### config.mk
export PLATFORM = sky130hd
export DESIGN_NAME = simon_seq_engine
export DESIGN_NICKNAME = d
export VERILOG_FILES = /design/src/rtl/simon_seq_engine.sv
export SDC_FILE = /design/constraint.sdc
export NUM_CORES = 1
export LEC_CHECK = 0
export ABC_AREA = 0
export CORE_MARGIN = 1.5
export CORE_UTILIZATION = 55
export DETAILED_ROUTE_END_ITERATION = 8
export DONT_BUFFER_PORTS = 1
export PLACE_DENSITY_LB_ADDON = 0.12
export SETUP_SLACK_MARGIN = 0.3
export SLEW_MARGIN = 40
export SYNTH_ARGS = -nofsm -noshare
export SYNTH_HDL_FRONTEND = slang
export SYNTH_SLANG_ARGS = --single-unit
### constraint.sdc
create_clock -name clk -period 4.52 [get_ports clk]
set_clock_uncertainty 0.2 [all_clocks]
set_input_delay 0.678 -clock clk [delete_from_list [all_inputs] [get_ports clk]]
set_output_delay 0.678 -clock clk [all_outputs]
set_load 0.05 [all_outputs]
### src/rtl/simon_seq_engine.sv
// simon_seq_engine
//   Sequence-memory game core. The player enters a pattern, the stored sequence
//   is played back, and the player repeats it. A correct repeat adds a new round.
//   The game ends in DONE on a failed repeat, or in WIN once the memory is full.
//
//   Parameters: PAT_W (pattern width), DEPTH (max sequence length),
//               LIVES (retries per game when retries are enabled)
//   Optional:   `define SIMON_RETRY_EN turns on retry lives. When it is left
//               undefined, lives_left is always 0 and any mismatch ends the game.
//
//   Ports:
//     clk           system clock, rising edge
//     rst           synchronous active-low reset
//     press         single-cycle advance strobe
//     level         0: any nonzero pattern is valid, 1: only one-hot patterns
//     pattern       switch inputs
//     pattern_leds  pattern being displayed
//     mode_leds     INPUT=001 PLAYBACK=010 REPEAT=100 DONE=111 WIN=011
//     score         current sequence length
//     lives_left    remaining retries
//
//   state    | meaning
//   S_INPUT    | waiting for the player to add a new pattern
//   S_PLAYBACK | stepping through the stored sequence, one entry per press
//   S_REPEAT   | player repeats the sequence, one entry per press
//   S_DONE     | lost; each press cycles through the sequence until reset
//   S_WIN      | memory full; each press cycles through the sequence until reset
module simon_seq_engine #(
  parameter int PAT_W = 4,
  parameter int DEPTH = 64,
  parameter int LIVES = 2
) (
  input  logic                       clk,
  input  logic                       rst,
  input  logic                       press,
  input  logic                       level,
  input  logic [PAT_W-1:0]           pattern,
  output logic [PAT_W-1:0]           pattern_leds,
  output logic [2:0]                 mode_leds,
  output logic [$clog2(DEPTH+1)-1:0] score,
  output logic [2:0]                 lives_left
);

  localparam int IW = $clog2(DEPTH);
  localparam int LW = $clog2(DEPTH+1);

`ifdef SIMON_RETRY_EN
  localparam bit RETRY = 1'b1;
`else
  localparam bit RETRY = 1'b0;
`endif

  // Without retries the counter resets to 0 and never moves.
  localparam logic [2:0] LIVES_RST = RETRY ? 3'(LIVES) : 3'd0;

  // The state encoding is the mode LED code, so the LEDs decode for free.
  typedef enum logic [2:0] {
    S_INPUT    = 3'b001,
    S_PLAYBACK = 3'b010,
    S_REPEAT   = 3'b100,
    S_DONE     = 3'b111,
    S_WIN      = 3'b011
  } state_t;

  state_t         state, state_nxt;
  logic [LW-1:0]  len, len_nxt;
  logic [IW-1:0]  idx, idx_nxt;
  logic [2:0]     lives, lives_nxt;
  logic           mem_we;
  logic [PAT_W-1:0] mem [DEPTH];
  logic [PAT_W-1:0] cur;
  logic           is_last;
  logic           valid;

  assign cur = mem[idx];
  // Written as idx+1 == len so that len=0 never underflows.
  assign is_last = ((LW'(idx) + LW'(1)) == len);
  assign valid = (pattern != '0) && (!level || ($countones(pattern) == 1));

  always_comb begin
    state_nxt = state;
    len_nxt   = len;
    idx_nxt   = idx;
    lives_nxt = lives;
    mem_we    = 1'b0;
    if (press) begin
      case (state)
        S_INPUT: begin
          if (valid) begin
            mem_we    = 1'b1;
            len_nxt   = len + LW'(1);
            idx_nxt   = '0;
            state_nxt = S_PLAYBACK;
          end
        end
        S_PLAYBACK: begin
          if (is_last) begin
            idx_nxt   = '0;
            state_nxt = S_REPEAT;
          end else begin
            idx_nxt = idx + IW'(1);
          end
        end
        S_REPEAT: begin
          if (pattern == cur) begin
            if (is_last) begin
              idx_nxt   = '0;
              state_nxt = (len == LW'(DEPTH)) ? S_WIN : S_INPUT;
            end else begin
              idx_nxt = idx + IW'(1);
            end
          end else begin
            idx_nxt = '0;
            if (RETRY && (lives != 3'd0)) begin
              lives_nxt = lives - 3'd1;
              state_nxt = S_PLAYBACK;
            end else begin
              state_nxt = S_DONE;
            end
          end
        end
        S_DONE, S_WIN: begin
          idx_nxt = is_last ? '0 : idx + IW'(1);
        end
        default: begin
          idx_nxt   = '0;
          state_nxt = S_INPUT;
        end
      endcase
    end
  end

  always_ff @(posedge clk) begin
    if (!rst) begin
      state <= S_INPUT;
      len   <= '0;
      idx   <= '0;
      lives <= LIVES_RST;
    end else begin
      state <= state_nxt;
      len   <= len_nxt;
      idx   <= idx_nxt;
      lives <= lives_nxt;
    end
  end

  // Memory is not cleared by reset. Writes only happen in INPUT, where
  // len < DEPTH always holds because a full memory ends in WIN.
  always_ff @(posedge clk) begin
    if (rst && mem_we) begin
      mem[len[IW-1:0]] <= pattern;
    end
  end

  always_comb begin
    case (state)
      S_INPUT, S_REPEAT: pattern_leds = pattern;
      default:           pattern_leds = cur;
    endcase
  end

  assign mode_leds  = state;
  assign score      = len;
  assign lives_left = lives;

endmodule
Yosys cells after proc, flatten, opt, wreduce, memory -nomap -nowiden
Memories as Yosys holds them, arrays and structs flattened. A register that Yosys moved wholly into a read port is not among the register bits.
Cells that the tools add are included.
Widths: inputs -> output; s select.
- register bits after elaboration: 16
- bits in writable memories: 256
- bits of input ports: 8
- output and inout port bits: 17
- logic and storage cells: 52
- memories: 1
- memory list (memory ; depth ; width ; read ports ; clocked after memory_dff ; wr ports ; line ; source):
    mem ; 64 ; 4 ; 1 ; 1 ; 1 ; 70 ; logic [PAT_W-1:0] mem [DEPTH];
- $add $sub $neg: 6
- equal/unequal tests: 12
- multiplexer cells: 18
- bitwise gates (word level): 1
- reductions and logical operators: 11
- operators by type and width (kind ; number):
    $mux 6 ; 5
    $pmux 6 s3 ; 1
    $mux 3 ; 4
    $pmux 3 s4 ; 1
    $add 6x1->7 const B ; 1
    $add 7x1->7 const B ; 1
    $eq 7x7->1 ; 1
    $eq 7x7->1 const B ; 1
    $add 6x1->6 const B ; 1
    $eq 3x1->1 const B ; 2
    $eq 3x2->1 const B ; 2
    $eq 3x3->1 const B ; 2
    $mux 1 ; 5
    $reduce_and 5->1 ; 1
    $add 1x1->2 ; 2
    $eq 4x4->1 ; 1
    $mux 4 ; 1
    $ne 2x2->1 const B ; 2
    $reduce_bool 4->1 ; 1
    $reduce_or 2->1 ; 2
    $add 2x2->3 ; 1
    $ne 3x3->1 const B ; 1
    $reduce_and 3->1 ; 1
    $reduce_or 3->1 ; 1
    other kinds (6) ; 7

Logic depth before layout (Yosys ltp)
Gate-level depths: netlist of the first run.
- word-level depth: 11
- gate-level depth with buffers: 15
- mapped depth without buffers: 14

Least setup slack after synthesis of the first run
No wires, ideal clock.
- path kind: input-to-reg
- start point: input port pattern[1]
- end point: memory mem[14][0] (enable)
- library setup time: 0.331 ns
- arrival time: 3.415 ns
- required time: 3.989 ns
- path slack: 0.574 ns
- stages on the path: 14
- buffers on the path: 1
- cells stage by stage: inv_1 -> fa_1 -> inv_1 -> ha_1 -> ha_1 -> nor2_1 -> nand2_1 -> a22oi_1 -> and3_1 -> nor2b_1 -> clkbuf_1 -> and2_1 -> nand4_1 -> nor2_1
- cells in the longest elaborated chain, start to end: 11
- elaborated cells between the ends (all ways): 12
- classes of those cells: add/sub (2); eq/ne (1); mux (5); reduce/logical (4)
- RTL lines (item ; line ; source):
    from (decl) ; 37 ; input logic [PAT_W-1:0] pattern,
    $add 1x1->2 (not written as such) ; 78 ; assign valid = (pattern != '0) && (!level || ($countones(pattern) == 1));
    $add 2x2->3 (not written as such) ; 78 ;
    $eq 3x1->1 ; 78 ;
    $logic_or 1x1->1 ; 78 ;
    $logic_and 1x1->1 (*) ; 78 ;
    $mux 1 (*) ; 89 ; if (valid) begin
    $mux 1 (*) ; 87 ; case (state)
    $mux 1 (*) ; 86 ; if (press) begin
    $logic_and 1x1->1 (*) ; 150 ; if (rst && mem_we) begin
    $mux 1 (*) ; 150 ;
    $mux 1 (not written as such) (*) ; 151 ; mem[len[IW-1:0]] <= pattern;
    to (decl) ; 70 ;
Mark *: on every way between the ends. The rest lies on a longest branch, timed or not.

==> results of run 1 <==
==> sequential cells by signal, indices dropped and copies added, names as in the netlist, named ones only <==
name,count
mem,256
score,7
idx,6
mode_leds,3
==> per-layer routing <==
layer,GRT usage,up-vias
li1,-,2719
met5,0,-
met2,0.390,238
met1,0.337,3232
met3,0.0353,49
met4,0.0772,0
==> where the power goes <==
group          internal, mW  switching [mW]
logic                 0.119           0.152
clock network          1.50           0.920
registers              2.81          0.0343
total                  4.43            1.11
==> final timing paths <==
kind                      to  startpoint  slack, ns  depth (start not counted)
max          pattern_leds[1]        flop       0.46                          8
min             mode_leds[0]         rst       0.02                          1
max reg2reg             flop        flop       0.75                         10
min reg2reg             flop      idx[1]       0.35                          2
==> worst reg2reg max path, cell delays in order, from the launching register on <==
cell                        delay (ns)
sky130_fd_sc_hd__dfxtp_4          0.50
sky130_fd_sc_hd__buf_4            0.47
sky130_fd_sc_hd__mux4_2           0.61
sky130_fd_sc_hd__mux2i_1          0.16
sky130_fd_sc_hd__mux2i_1          0.15
sky130_fd_sc_hd__o22ai_1          0.30
sky130_fd_sc_hd__nor4_1           0.09
sky130_fd_sc_hd__and4b_1          0.34
sky130_fd_sc_hd__o2bb2ai_1        0.31
sky130_fd_sc_hd__nand2b_1         0.21
sky130_fd_sc_hd__o22ai_1          0.29
==> cell usage in the layout (no fill, tap or decap), types with 10 or more instances in the layout <==
cell	n
sky130_fd_sc_hd__edfxtp_1	256
sky130_fd_sc_hd__mux2i_1	20
sky130_fd_sc_hd__nand3_1	17
sky130_fd_sc_hd__clkbuf_16	27
sky130_fd_sc_hd__mux4_2	56
sky130_fd_sc_hd__mux4_1	10
sky130_fd_sc_hd__nand2_1	31
sky130_fd_sc_hd__inv_1	12
sky130_fd_sc_hd__nor2_1	86
sky130_fd_sc_hd__a21oi_1	13
sky130_fd_sc_hd__buf_4	27
sky130_fd_sc_hd__dfxtp_1	17
==> metrics by stage <==
step / instances / hold WS (ns) / area, sq um
final: 995 / 0.0216 / 13000
after global routing: 995 / 0.0133 / 13000
after CTS: 995 / 0.00812 / 13000
after detailed placement: 946 / 0.329 / 12000
after global placement: 946 / 0.323 / 12000
after floorplan: 679 / 0.280 / 11700
==> cell families after synthesis <==
| family | count (synthesis) | synth area share |
|---|---|---|
| xor gates and xnor gates | 16 | 0.0127 |
| AOI/OAI and AO/OA | 57 | 0.0371 |
| and+or+nand+nor | 181 | 0.0724 |
| buffers and inverters | 50 | 0.0225 |
| adders and majority gates | 7 | 0.00816 |
| muxes | 87 | 0.149 |
| other | 1 | 0.000322 |
| DFF | 278 | 0.698 |
==> cell type report <==
class | count | share of cell area
multi-input combinational | 351 | 0.252
clock buffer | 34 | 0.0540
tap | 275 | 0.0265
sequential | 278 | 0.626
inverter | 13 | 0.00376
timing repair buffer | 29 | 0.0187
clock inverter | 15 | 0.0192
==> run summary, run 1 <==
The run finished with clean final reports. The mean number of vias per cell is 6.27. The tree is rooted in a sky130_fd_sc_hd__clkbuf_16. The first routing iteration left 520 violations. The number of global-route vias before repair is 6240. The post-layout net count is 715. Ranked by instance count, the synthesized netlist is headed by sky130_fd_sc_hd__edfxtp_1 (256), sky130_fd_sc_hd__nor2_1 (86), sky130_fd_sc_hd__mux4_2 (56). The number of buffers inserted to repair setup after CTS came out at 0. In this run the worst hold path is classified as in -> reg.

The most numerous cell on the critical path is sky130_fd_sc_hd__o2bb2ai_2. The sort of element at the start of the critical path is a flop. The number of antenna violations at the first check in global routing is 0. The area growth from synthesis to layout is 11.6%. For this run, the register share of the synthesized area comes to 0.698. The count of nets left with antenna violations once routing finished came out at 0. The number of instances in the synthesized netlist is 677. The post-synthesis cell type with the largest combined area is sky130_fd_sc_hd__edfxtp_1. Sorting the synthesized cells by area gives the leading types as sky130_fd_sc_hd__edfxtp_1 (66%), sky130_fd_sc_hd__mux4_2 (11%), sky130_fd_sc_hd__dfxtp_1 (3.8%), sky130_fd_sc_hd__nor2_1 (2.8%), sky130_fd_sc_hd__mux4_1 (2.3%).

The combined global-route utilization of all metal layers came out at 0.239. Summing every instance area after synthesis gives 11600 sq um. In the final layout, the share of cells above drive strength 1 is 0.197. The final core utilization came out at 0.622. The residual overflow from global routing came out at 0.

The initial standard-cell utilization of the core is 0.558. The required time of the critical path is 3.64 ns. At the end of routability-driven placement, the weighted congestion stood at 0.835. The final-layout setup total negative slack came out at 0 ns. The number of detailed-routing iterations run before antenna repair is 5. The minimum clock period is 4.06 ns. The max-slew headroom at the worst pin is 0.466. The transition time at the pin with the least slew margin is 0.800 ns. In this run, synthesis produced a sequential element count of 278. Setup repair after global routing left no endpoint under its margin.

The clock-pin slew reported for the worst setup and hold paths after clock tree synthesis is 0.06 ns. The worst voltage drop across the vdd grid came out at 0.304 mV. The number of synthesized flops with an enable pin is 256. The CTS H-tree depth is 1. The sequential cell area is 8140 sq um. The CTS tree is done.

Overall power consumption after layout is estimated at 5.53 mW. The routed length on met1 came out at 10400 um. The highest cell delay on the worst timing path is 0.63 ns.

The fraction of synthesized cell area taken by the top area cell type is 0.660. The cell area power density is 426 nW/um^2. The cell at the slowest stage of the critical path is sky130_fd_sc_hd__mux4_1. The total length of routed met2 wires is 12400 um. Of all nets on the critical path, the largest fanout is 24. The number of instances resized during post-cts repair is 0. The sort of element at the end of the critical path is an output pin. The combined area of the multi-input logic cells is 3270 sq um.

The setup slack after layout came out at 0.458 ns. The overall die area came out at 22100 sq um. The fraction of synthesis flops using an asynchronous set or reset pin came out at 0.

The final setup violation count came out at 0. The final hold violation count came to 0. The final worst-path cycle share came out at 0.899. Static timing analysis puts the maximum clock frequency at 246 MHz. The detailed-route DRC error count came out at 0. The count of standard-cell rows is 53.

The sum of net half-perimeters after detailed placement came out at 16100 um. The total count of max-transition violations in the final report came to 0. The overall die width came out at 149 um. The post-synthesis average cell area came out at 17.2 sq um. The cts-stage hold buffer count is 0. For this run, the number of Yosys warnings is 0. The cell with the most instances after synthesis is sky130_fd_sc_hd__edfxtp_1.

The first-pass GRT wire length came out at 38600 um. The total wire length came out at 25200 um. Summing over every cut layer, the via total after detailed routing is 6238. The number of antenna diodes in the final layout is 0. The cell family contributing the most delay on the critical path is multiplexers. Among all flip-flop cells after synthesis, the most frequent one is sky130_fd_sc_hd__edfxtp_1. Together, buffers and inverters on the worst path number 2. The number of distinct standard cells referenced by the synthesized netlist came out at 60.

The leakage dissipation is 4.02 nW. In this run the vertical extent of the chip is 149 um. The clock drives 278 sinks. The number of input and output port buffers inserted came out at 0.

The number of top-level pins came out at 25. STA puts the critical path data arrival time at 3.18 ns. The clock passes through at most 3 buffers. Entering global routing, the biggest net connects 70 pins. The total length of routed met3 wires came out at 1610 um. At the later pin of the worst-skew pair, clock insertion delay measures 0.53 ns.

The final-layout fill cell count is 1480. The pre-CTS worst setup slack is 0.253 ns. Walking the worst path, the cells encountered are buf_12 > mux4_1 > mux4_2 > o2bb2ai_2 > o2bb2ai_2 > nor2_1 > a21oi_1 > buf_4. The region available for standard cell placement spans 20900 sq um. The number of maximum-capacitance violations came out at 0. The critical path in this run is classified as reg -> out. The top routing layer in use is met4. The wire length per cell after detailed routing is 25.3 um.

The TritonCTS buffer count came out at 27.
Power figures use the tool's default switching activity.
==> inputs of run 2 (changes only) <==
--- a/config.mk
+++ b/config.mk
@@ -10,6 +10,7 @@
 export CORE_UTILIZATION = 55
 export DETAILED_ROUTE_END_ITERATION = 8
 export DONT_BUFFER_PORTS = 1
+export MAX_ROUTING_LAYER = met4
 export PLACE_DENSITY_LB_ADDON = 0.12
 export SETUP_SLACK_MARGIN = 0.3
 export SLEW_MARGIN = 40
==> constraint.sdc (replaced) <==
create_clock -name clk -period 5.1 [get_ports clk]
set_clock_uncertainty 0.2 [all_clocks]
set_input_delay 0.765 -clock clk [delete_from_list [all_inputs] [get_ports clk]]
set_output_delay 0.765 -clock clk [all_outputs]
set_load 0.05 [all_outputs]
==> run summary, run 2 (synthesis results as in run 1) <==
The run finished with clean final reports. Timing would allow up to 232 MHz. The placed instance area is 12000 sq um (-0.36%).

The total non-filler cell area in the finished layout came out at 12900 sq um (-0.61%). Relative to the synthesized area, the layout overhead comes to 10.9%. The worst voltage drop across the vdd grid is 0.288 mV (-5.3%).

The worst setup path is captured at an output pin. The placer congestion estimate came out at 0.868 (+4.0%). The initial standard-cell utilization of the core came out at 0.558 (unchanged).

The mean number of vias per cell is 6.27 (about the same). The detailed-route DRC error count came to 0 (unchanged). The clock-pin slew reported for the worst setup and hold paths after clock tree synthesis is 0.06 ns (about the same). Leaving out fill and tap cells, the most frequent cell in the layout is sky130_fd_sc_hd__edfxtp_1. The critical path arrival is 3.35 ns (+0.17 ns). The CTS tree is done. The flip-flop count of the largest register, all copies and words added came out at 256 (unchanged). The sum of net half-perimeters after detailed placement is 16100 um (+0.37%). In the layout the commonest cells are sky130_fd_sc_hd__edfxtp_1 (256), sky130_fd_sc_hd__nor2_1 (86), sky130_fd_sc_hd__mux4_2 (56), sky130_fd_sc_hd__nand2_1 (31), sky130_fd_sc_hd__clkbuf_16 (29). The number of input and output port buffers inserted came out at 0 (unchanged).

The total wire length came out at 25900 um (+2.7%). The overall die width is 149 um (unchanged). The largest net degree at the start of global routing was 70 (unchanged).

The required time of the critical path came out at 4.14 ns (+0.50 ns). The number of instances resized during post-cts repair is 0 (unchanged). The number of detailed-routing iterations run before antenna repair came out at 5 (unchanged). The cell area power density came out at 371 nW/um^2 (-13%). The final hold violation count is 0 (unchanged).

The CTS H-tree depth is 1 (unchanged). The insertion delay of the later-clocked pin in the worst-skew pair came out at 0.54 ns (about the same). The setup slack after layout is 0.790 ns (+0.332 ns). The critical path depth came out at 8 (unchanged).

The number of global-route vias before repair is 6235 (-0.080%). Traced cell by cell, the critical path runs through buf_12 > buf_4 > mux4_2 > mux2i_1 > mux2i_1 > o22ai_1 > o41ai_2 > buf_4. The final setup violation count is 0 (unchanged). The pre-CTS worst setup slack came out at 0.540 ns (+0.287 ns).

The total design power is 4.79 mW (-13%). The transition time at the pin with the least slew margin came out at 0.838 ns (+0.0384 ns). The minimum setup slack among reg-to-reg paths came out at 1.12 ns (+0.37 ns). The cts-stage hold buffer count is 0 (unchanged). The total count of max-transition violations in the final report is 0 (unchanged). The startpoint of the lowest-slack hold path is rst.

The leakage dissipation came out at 3.98 nW (-0.91%). In this run the critical register-to-register path is captured at idx[2]. The depth of the worst register-to-register path came out at 9 (-1). The residual antenna-violating net count after detailed routing came to 0 (unchanged).

The floorplan die height is 149 um (unchanged). The worst min-delay path category is in -> reg. The cell at the slowest stage of the critical path is sky130_fd_sc_hd__dfxtp_4. The final core utilization is 0.618 (-0.00377). The wire length per cell after detailed routing came out at 26.0 um (+2.8%). The sum of buffers and inverters on the critical path is 3 (+1). The number of buffers inserted to repair setup after CTS came out at 0 (unchanged). The final-layout setup total negative slack is 0 ns (unchanged). The final-layout fill cell count came out at 1516 (+2.4%). Setup repair after global routing left no endpoint under its margin. In this run the clock root is driven by a sky130_fd_sc_hd__clkbuf_16. The sort of element at the start of the critical path is a flop. The maximum fanout along the worst path is 32 (+33%). The TritonCTS buffer count came out at 29 (+7.4%). The highest cell delay on the worst timing path is 0.69 ns (+0.06 ns). The number of diodes came to 0 (unchanged). The number of antenna violations at the first check in global routing was 0 (unchanged). The TritonCTS sink count was 278 (unchanged). The number of vias in the routed layout came out at 6236 (-0.032%). The post-layout net count is 712 (-0.42%). The max-slew headroom at the worst pin is 0.441 (-0.0249). The category of the critical setup timing path is reg -> out.

The residual overflow from global routing came out at 0 (unchanged). The most critical setup path has its endpoint at pattern_leds[3]. The buffer depth of the longest clock path is 3 (unchanged). The fraction of layout instances using a drive strength above 1 is 0.197 (+0.000274). The combined global-route utilization of all metal layers came to 0.249 (+0.0100). The number of design-rule violations left by the first detailed-router iteration came to 581 (+12%). The overall die area came out at 22100 sq um (unchanged). The first-pass GRT wire length came out at 38700 um (+0.27%). Counting I/O delays and the setup requirement, the final critical path takes 4.31 ns. The area of the placeable core is 20900 sq um (unchanged). The kind of cell with the highest combined delay along the critical path is multiplexers. The count of standard-cell rows is 53 (unchanged).

The final worst-path cycle share came out at 0.845. The number of maximum-capacitance violations is 0 (unchanged). The number of top-level pins is 25 (unchanged).
[run 2: cell count changes in the layout (fill, tap and decap cells not counted), sizes merged]
cell and delta:
inv +1, buf -5, clkinv +8, bufinv -4, clkinvlp +1, clkbuf -2
[run 2: worst reg2reg max path, cell delays in order (launching register included)]
cell and delay, ns:
sky130_fd_sc_hd__dfxtp_4 0.69, sky130_fd_sc_hd__buf_12 0.35, sky130_fd_sc_hd__mux4_1 0.66, sky130_fd_sc_hd__mux4_2 0.53, sky130_fd_sc_hd__nor3_2 0.24, sky130_fd_sc_hd__nor4_1 0.08, sky130_fd_sc_hd__and4b_1 0.33, sky130_fd_sc_hd__o2bb2ai_1 0.33
sky130_fd_sc_hd__nand2b_1 0.22, sky130_fd_sc_hd__o22ai_1 0.25
[run 2: how the worst min path moves through the flow]
| stage | depth (start not counted) | slack, ns | endpoint |
|---|---|---|---|
| after floorplan | 2 | 0.28 | flop |
| after global placement | 2 | 0.31 | idx[5] |
| after detailed placement | 2 | 0.33 | idx[5] |
| after CTS | 1 | 0.10 | mode_leds[0] |
| after global routing | 0 | 0.09 | mem[14][0] |
| final | 1 | 0.11 | mode_leds[0] |
[run 2: per-layer routing]
layer | GRT usage | routed length (um) | up-vias
li1 | - | - | 2720
met1 | 0.340 | 10700 | 3177
met2 | 0.392 | 12600 | 274
met3 | 0.0383 | 1830 | 65
met4 | 0.0802 | 813 | 0
met5 | - | 0 | -
[run 2: cell type report]
class	instances	area, sq um	area share
timing repair buffer	24	193	0.0149
clock buffer	32	737	0.0571
clock inverter	21	179	0.0139
inverter	13	48.8	0.00378
multi-input combinational	351	3280	0.254
sequential	278	8140	0.630
tap	275	344	0.0266
[run 2: power breakdown]
| group | switching (mW) | internal, mW |
|---|---|---|
| Sequential | 0.0366 | 2.49 |
| Combinational | 0.128 | 0.104 |
| Clock | 0.842 | 1.19 |
| Total | 1.01 | 3.78 |
[run 2: per-stage QoR]
step | hold slack (ns) | std cells
detailed placement | 0.327 | 941
floorplan | 0.280 | 679
finish | 0.113 | 994
CTS | 0.100 | 994
global placement | 0.313 | 941
global route | 0.0942 | 994
